==> src/rtl/operand_loader.sv <==
`default_nettype none
// +--------------------------------------------------------------------------+
// | operand_loader                                                           |
// | Debounces PB1..PB4 and loads the synchronized switch nibble into a/b.    |
// | Option macro: OPERAND_LOADER_ACTIVE_LOW_EN (pull-up buttons, press = 0). |
// | Revision: 1.0                                                            |
// +--------------------------------------------------------------------------+
module operand_loader #(
  parameter int DEBOUNCE_CYCLES = 16,
  parameter int CNT_W           = 5
) (
  input  logic       clk,
  input  logic       rst,
  input  logic       PB1,
  input  logic       PB2,
  input  logic       PB3,
  input  logic       PB4,
  input  logic [3:0] y,
  input  logic       clr,
  output logic [7:0] a,
  output logic [7:0] b,
  output logic [3:0] pb_level,
  output logic [3:0] mask,
  output logic       valid,
  output logic       load_done
);

  localparam logic [CNT_W-1:0] CNT_MAX = CNT_W'(DEBOUNCE_CYCLES - 1);

  logic [3:0] pb_raw;
  logic [3:0] pb_s1, pb_s2;
  logic [3:0] y_s1, y_s2;
  logic [3:0] level;
  logic [3:0] pb_prev;
  logic [3:0] strobe;
  logic [7:0] a_nxt, b_nxt;
  logic [3:0] mask_nxt;

`ifdef OPERAND_LOADER_ACTIVE_LOW_EN
  assign pb_raw = ~{PB4, PB3, PB2, PB1};
`else
  assign pb_raw = {PB4, PB3, PB2, PB1};
`endif

  always_ff @(posedge clk or posedge rst) begin
    if (rst) begin
      pb_s1 <= '0;
      pb_s2 <= '0;
      y_s1  <= '0;
      y_s2  <= '0;
    end else begin
      pb_s1 <= pb_raw;
      pb_s2 <= pb_s1;
      y_s1  <= y;
      y_s2  <= y_s1;
    end
  end

  // The level only flips after DEBOUNCE_CYCLES consecutive disagreeing samples.
  for (genvar i = 0; i < 4; i++) begin : g_btn
    logic [CNT_W-1:0] cnt;
    logic             lvl;

    always_ff @(posedge clk or posedge rst) begin
      if (rst) begin
        cnt <= '0;
        lvl <= 1'b0;
      end else if (pb_s2[i] == lvl) begin
        cnt <= '0;
      end else if (cnt == CNT_MAX) begin
        lvl <= pb_s2[i];
        cnt <= '0;
      end else begin
        cnt <= cnt + CNT_W'(1);
      end
    end

    assign level[i] = lvl;
  end

  assign pb_level = level;
  assign strobe   = level & ~pb_prev;

  always_comb begin
    a_nxt    = a;
    b_nxt    = b;
    mask_nxt = mask;
    if (clr) begin
      a_nxt    = '0;
      b_nxt    = '0;
      mask_nxt = '0;
    end else begin
      if (strobe[0]) a_nxt[3:0] = y_s2;
      if (strobe[1]) a_nxt[7:4] = y_s2;
      if (strobe[2]) b_nxt[3:0] = y_s2;
      if (strobe[3]) b_nxt[7:4] = y_s2;
      mask_nxt = mask | strobe;
    end
  end

  // load_done fires only on the incomplete-to-complete transition of the mask.
  always_ff @(posedge clk or posedge rst) begin
    if (rst) begin
      pb_prev   <= '0;
      a         <= '0;
      b         <= '0;
      mask      <= '0;
      valid     <= 1'b0;
      load_done <= 1'b0;
    end else begin
      pb_prev   <= level;
      a         <= a_nxt;
      b         <= b_nxt;
      mask      <= mask_nxt;
      valid     <= &mask_nxt;
      load_done <= (&mask_nxt) & ~(&mask);
    end
  end

endmodule
`default_nettype wire

==> config.mk <==
export PLATFORM = sky130hd
export DESIGN_NAME = operand_loader
export DESIGN_NICKNAME = d
export VERILOG_FILES = /design/src/rtl/operand_loader.sv
export SDC_FILE = /design/constraint.sdc
export NUM_CORES = 1
export LEC_CHECK = 0
export BUFFER_PORTS_ARGS = -buffer_cell sky130_fd_sc_hd__buf_2
export CAP_MARGIN = 5
export CORE_ASPECT_RATIO = 1.5
export CORE_UTILIZATION = 50
export DETAILED_ROUTE_END_ITERATION = 7
export GPL_ROUTABILITY_DRIVEN = 0
export HOLD_SLACK_MARGIN = 0.06
export PLACE_DENSITY = 0.74
export SLEW_MARGIN = 20
export SYNTH_ARGS = -nofsm -noshare
export SYNTH_HDL_FRONTEND = slang
export SYNTH_SLANG_ARGS = --single-unit
==> constraint.sdc <==
create_clock -name clk -period 3.25 [get_ports clk]
set_clock_uncertainty 0.1 [all_clocks]
set_input_delay 0.1625 -clock clk [delete_from_list [all_inputs] [get_ports clk]]
set_output_delay 0.1625 -clock clk [all_outputs]
set_load 0.05 [all_outputs]
# Word-level counts from Yosys, hierarchy flattened
# Cells that the tools add are included.
# word_totals
register_bits	66
in_bits	11
out_inout_bits	26
# op_classes
n_addsub	4
eq_ne	8
n_mux	15
bitwise_logic	9
n_reduce_logical	10
# ops
op	count
two-way mux 5 bit	8
adder 5 x 1 -> 5 bit (second input constant)	4
equality test 5 x 4 -> 1 bit (second input constant)	4
two-way mux 4 bit	5
two-way mux 8 bit	2
AND reduction 2 bit	4
AND reduction 4 bit	2
nonzero test 2 bit	4
NOT 1 bit	5
bitwise AND 4 bit	1
equality test 1 bit	4
NOT 4 bit	1
OR 4 bit	1
bitwise AND 1 bit	1

# Depth between registers and ports, before layout
# depth
word_depth	6
depth_mapped	4
depth_no_buf	4

# Worst setup path before layout
# Ideal clock, no wire load.
# synth_path
kind	reg-to-reg
startpoint	register mask[2]
endpoint	register load_done
arrival_time_ns	1.112
required_time_ns	3.049
setup_slack_ns	1.937
path_stages_with_launch	4
period_less_slack_ns	1.313
path_cell_list	dfrtp_1 -> inv_1 -> a21o_1 -> nor4_1
# synth_between
elab_chain_len	4
# synth_rtl
item	line	source
from (decl)	23	output logic [3:0] mask,
from (signal assigned)	114	mask <= mask_nxt;
OR 4 bit	97	mask_nxt = mask | strobe;
two-way mux 4 bit	88	if (clr) begin
AND reduction 4 bit	116	load_done <= (&mask_nxt) & ~(&mask);
bitwise AND 1 bit *	116	
to (signal assigned)	116	
to (decl)	25	output logic load_done
# Mark *: on every way between the ends. The rest lies on a longest branch, timed or not.
# A chain may end at the register's enable or synchronous reset.

# Worst setup path after layout
# layout_path
startpoint	register g_btn[0].lvl
endpoint	register a[0]
# layout_between
elab_chain_len	2
# layout_rtl
item	line	source
from (decl)	62	logic lvl;
from (signal assigned)	71	lvl <= pb_s2[i];
bitwise AND 4 bit	82	assign strobe = level & ~pb_prev;
nonzero test 2 bit (no line)	n/a	
to (signal assigned)	112	a <= a_nxt;
to (decl)	20	output logic [7:0] a,
# No other way between the ends.

==> summary.md <==
| Metric | Value |
|---|---|
| Maxcap violations | 0 |
| Antenna-violating nets left | 0 |
| Worst voltage drop across the vdd grid | ~0.43 mV |
| Worst setup path class | flip-flop to flip-flop |
| Count of mapped cells out of synthesis | roughly 190 |
| Netlist area before placement | approximately 0.0024 sq mm |
| Minimum period implied by the final worst setup slack | about 1.5 ns |
| Clk sinks | 66 |
| Initial antenna violation count | 0 |
| # diodes | 0 |
| Mean instance size in the synthesized netlist | 12.80 sq um |
| Placed wire-length estimate after detailed placement | 2686 microns |
| Syn-to-layout area delta | 19.91% |
| Fraction of final layout cells sized beyond drive strength 1 | 0.2241 |
| Power Total | 1.544 mW |
| Worst Hold Margin | about 0.12 ns |
| Commonest cells after routing, fill and taps aside | 66 x sky130_fd_sc_hd__dfrtp_1, 36 x sky130_fd_sc_hd__buf_2, 31 x sky130_fd_sc_hd__nor2_1 |
| CP endpoint kind | flip-flop |
| Area taken by flip-flops and latches | approximately 0.0017 sq mm |
| Final-layout fill cell count | 390 |
| Tightest slew margin relative to the limit | 0.6105 |
| Number of rows created at floorplan | 30 |
| Total power density per cell area | between 500 and 600 mW/mm^2 |
| #FFs+latches synth | 66 |
| Seq/Total Area, Yosys | 0.6825 |
| Area fraction of the dominant cell type after synthesis | 0.6825 |
| Maximum number of pins on one net before global-route repair | 38 |
| DP Area | between 0.002 and 0.003 sq mm |
| Slew @ Worst Pin | 0.5834 ns |
| Critical path data required time | ~3.4 ns |
| Number of distinct library cells after synthesis | 25 |
| Via count of the first global-routing pass | around 1600 |
| # H-tree levels | 3 |
| Root buf cell | sky130_fd_sc_hd__clkbuf_8 |
| Clock tree from TritonCTS | done |
| Longest Clk Path Bufs | 2 |
| Die Span Y | approximately 87 microns |
| Arrival @ worst endpoint | 1.57 ns |
| Number of primary I/O pins | 37 |
| Startpoint types | flip-flop |
| Vias per Instance | ~4.8 |
| Worst skew pair latency | roughly 0.33 ns |
| Net total in the final layout | 252 |
| Biggest fanout along the worst timing path | 5 |
| Mean routed wirelength per cell | approximately 13 microns |
| Total global routing track utilization | 0.1803 |
| Final global-route overflow total | 0 |
| Status | finished clean |
| Final std cell area, no fill | slightly below 0.003 sq mm |
| Final setup slack of the worst path | 1.793 ns |
| Area of combinational cells with multiple inputs | between 600 and 700 sq um |
| Net count after synthesis | roughly 200 |
| Total Routed Length | 3866 microns |
| Slack of the worst reg-to-reg path | 1.79 ns |
| Leading area contributor after synthesis | sky130_fd_sc_hd__dfrtp_1 |
| Width of the die | roughly 59 microns |
| Kind of path behind the tightest hold check | input pin to flip-flop |
| Floorplan die area | approximately 0.0051 sq mm |
| Number of hold-slack violations in the final timing report | 0 |
| Area of the core | around 0.0046 sq mm |
| Clock slew seen by the registers of the worst setup and hold paths | 0.06 ns |
| Highest attainable clock frequency | 686.1 MHz |
| Effective utilization at floorplan | 0.5284 |
| First-pass iteration count of the detailed router | 4 |
| Final Max Tran Viols | 0 |
| Post-placement worst setup slack | 1.790 ns |
| Total Negative Setup Slacks | 0 ns |
| First-pass GRT wire length | between 6000 and 7000 microns |
| Drt first-iter violations | 38 |
| Static power due to leakage | 1.592 nW |
| Setup violation total in the final timing report | 0 |
| Residual DRC | 0 |
| PortBufs | 36 |
| Unrepaired setup endpoints after global routing | false |
| Num CTS Buffers | 9 |
| Synth area leaders | sky130_fd_sc_hd__dfrtp_1 68%, sky130_fd_sc_hd__mux2i_1 5.0%, sky130_fd_sc_hd__nor2_1 4.8% |
| Number of vias in the routed layout | ~1500 |
| Period Utilization, post-route | 0.4484 |
| Commonest non-fill, non-tap cell in the layout | sky130_fd_sc_hd__dfrtp_1 |
| Synth warnings | 0 |
## per-stage QoR
stage                     instances    util
after floorplan                 189       -
after global placement          281  0.5727
after detailed placement        281  0.5727
after CTS                       305  0.6336
after global routing            305  0.6336
final                           305  0.6336
## cell usage after synthesis (all sizes together)
cell    number
nand2        8
nor4         2
nor2        32
clkbuf       1
inv          6
ha           4
a21o         1
xor2        12
dfrtp       66
and3         4
nand3        8
and2b        2
and2         5
o21ai        5
a21oi        4
nand2b       3
buf          8
mux2         4
nor2b        1
mux2i       12
nand4        1
## cell families after synthesis
family | count (synthesis) | synth area share
AO/OA/AOI/OAI | 10 | 0.02172
XOR/XNOR | 12 | 0.04343
adder cells (fa/ha/maj) | 4 | 0.02068
buffers and inverters | 15 | 0.03619
flip-flops | 66 | 0.6825
multiplexers | 16 | 0.06825
AND/OR/NAND/NOR | 66 | 0.1272
## final cells by class
cell class              count  area share
repair buffers             46     0.09573
clock buffers              13     0.06166
multi-input cells         108      0.2346
clock inverters             2    0.003450
inverters                   6    0.007762
well taps                  64     0.02760
flip-flops and latches     66      0.5692
## path summary, 6_finish.rpt
check	from	endpoint	depth (start not counted)
max	g_btn[0].lvl	a[0]	3
min	clr	b[4]	2
max reg2reg	g_btn[0].lvl	a[0]	3
min reg2reg	y_s1[3]	y_s2[3]	0
max in group asynchronous	rst	g_btn[0].cnt[2]	4
min in group asynchronous	rst	pb_s2[3]	3
## report_power, final
part / internal (mW) / switching (mW)
Clock: 0.353 / 0.270
Combinational: 0.0251 / 0.0353
Sequential: 0.844 / 0.0153
## sequential cells by signal, indices dropped and copies added, names as in the netlist
register,cells
g_btn.cnt,20
y_s2,4
y_s1,4
valid,1
pb_s2,4
load_done,1
pb_prev,4
a,8
b,8
pb_s1,4
mask,4
g_btn.lvl,4
## worst max-delay path, cell delays in order, from the launching register on
cell	delay [ns]
sky130_fd_sc_hd__dfrtp_1	0.41
sky130_fd_sc_hd__nor2b_1	0.50
sky130_fd_sc_hd__mux2i_1	0.27
sky130_fd_sc_hd__nor2_1	0.05
## metal layers
metal | routed length, microns | vias up | track usage
met5 | 0 | - | 0
met4 | 95 | 0 | 0.1407
met3 | 168 | 10 | 0.05052
met2 | 1971 | 42 | 0.2893
met1 | 1630 | 720 | 0.1970
li1 | - | 703 | -
## repair_timing
| item | CTS | global route |
|---|---|---|
| resized for setup | 0 | 0 |
| hold buffers | 9 | 0 |
| endpoints found under the hold margin | 37 | 0 |
| buffers inserted | 0 | 0 |
No activity file was read; power rests on OpenSTA's default activity.
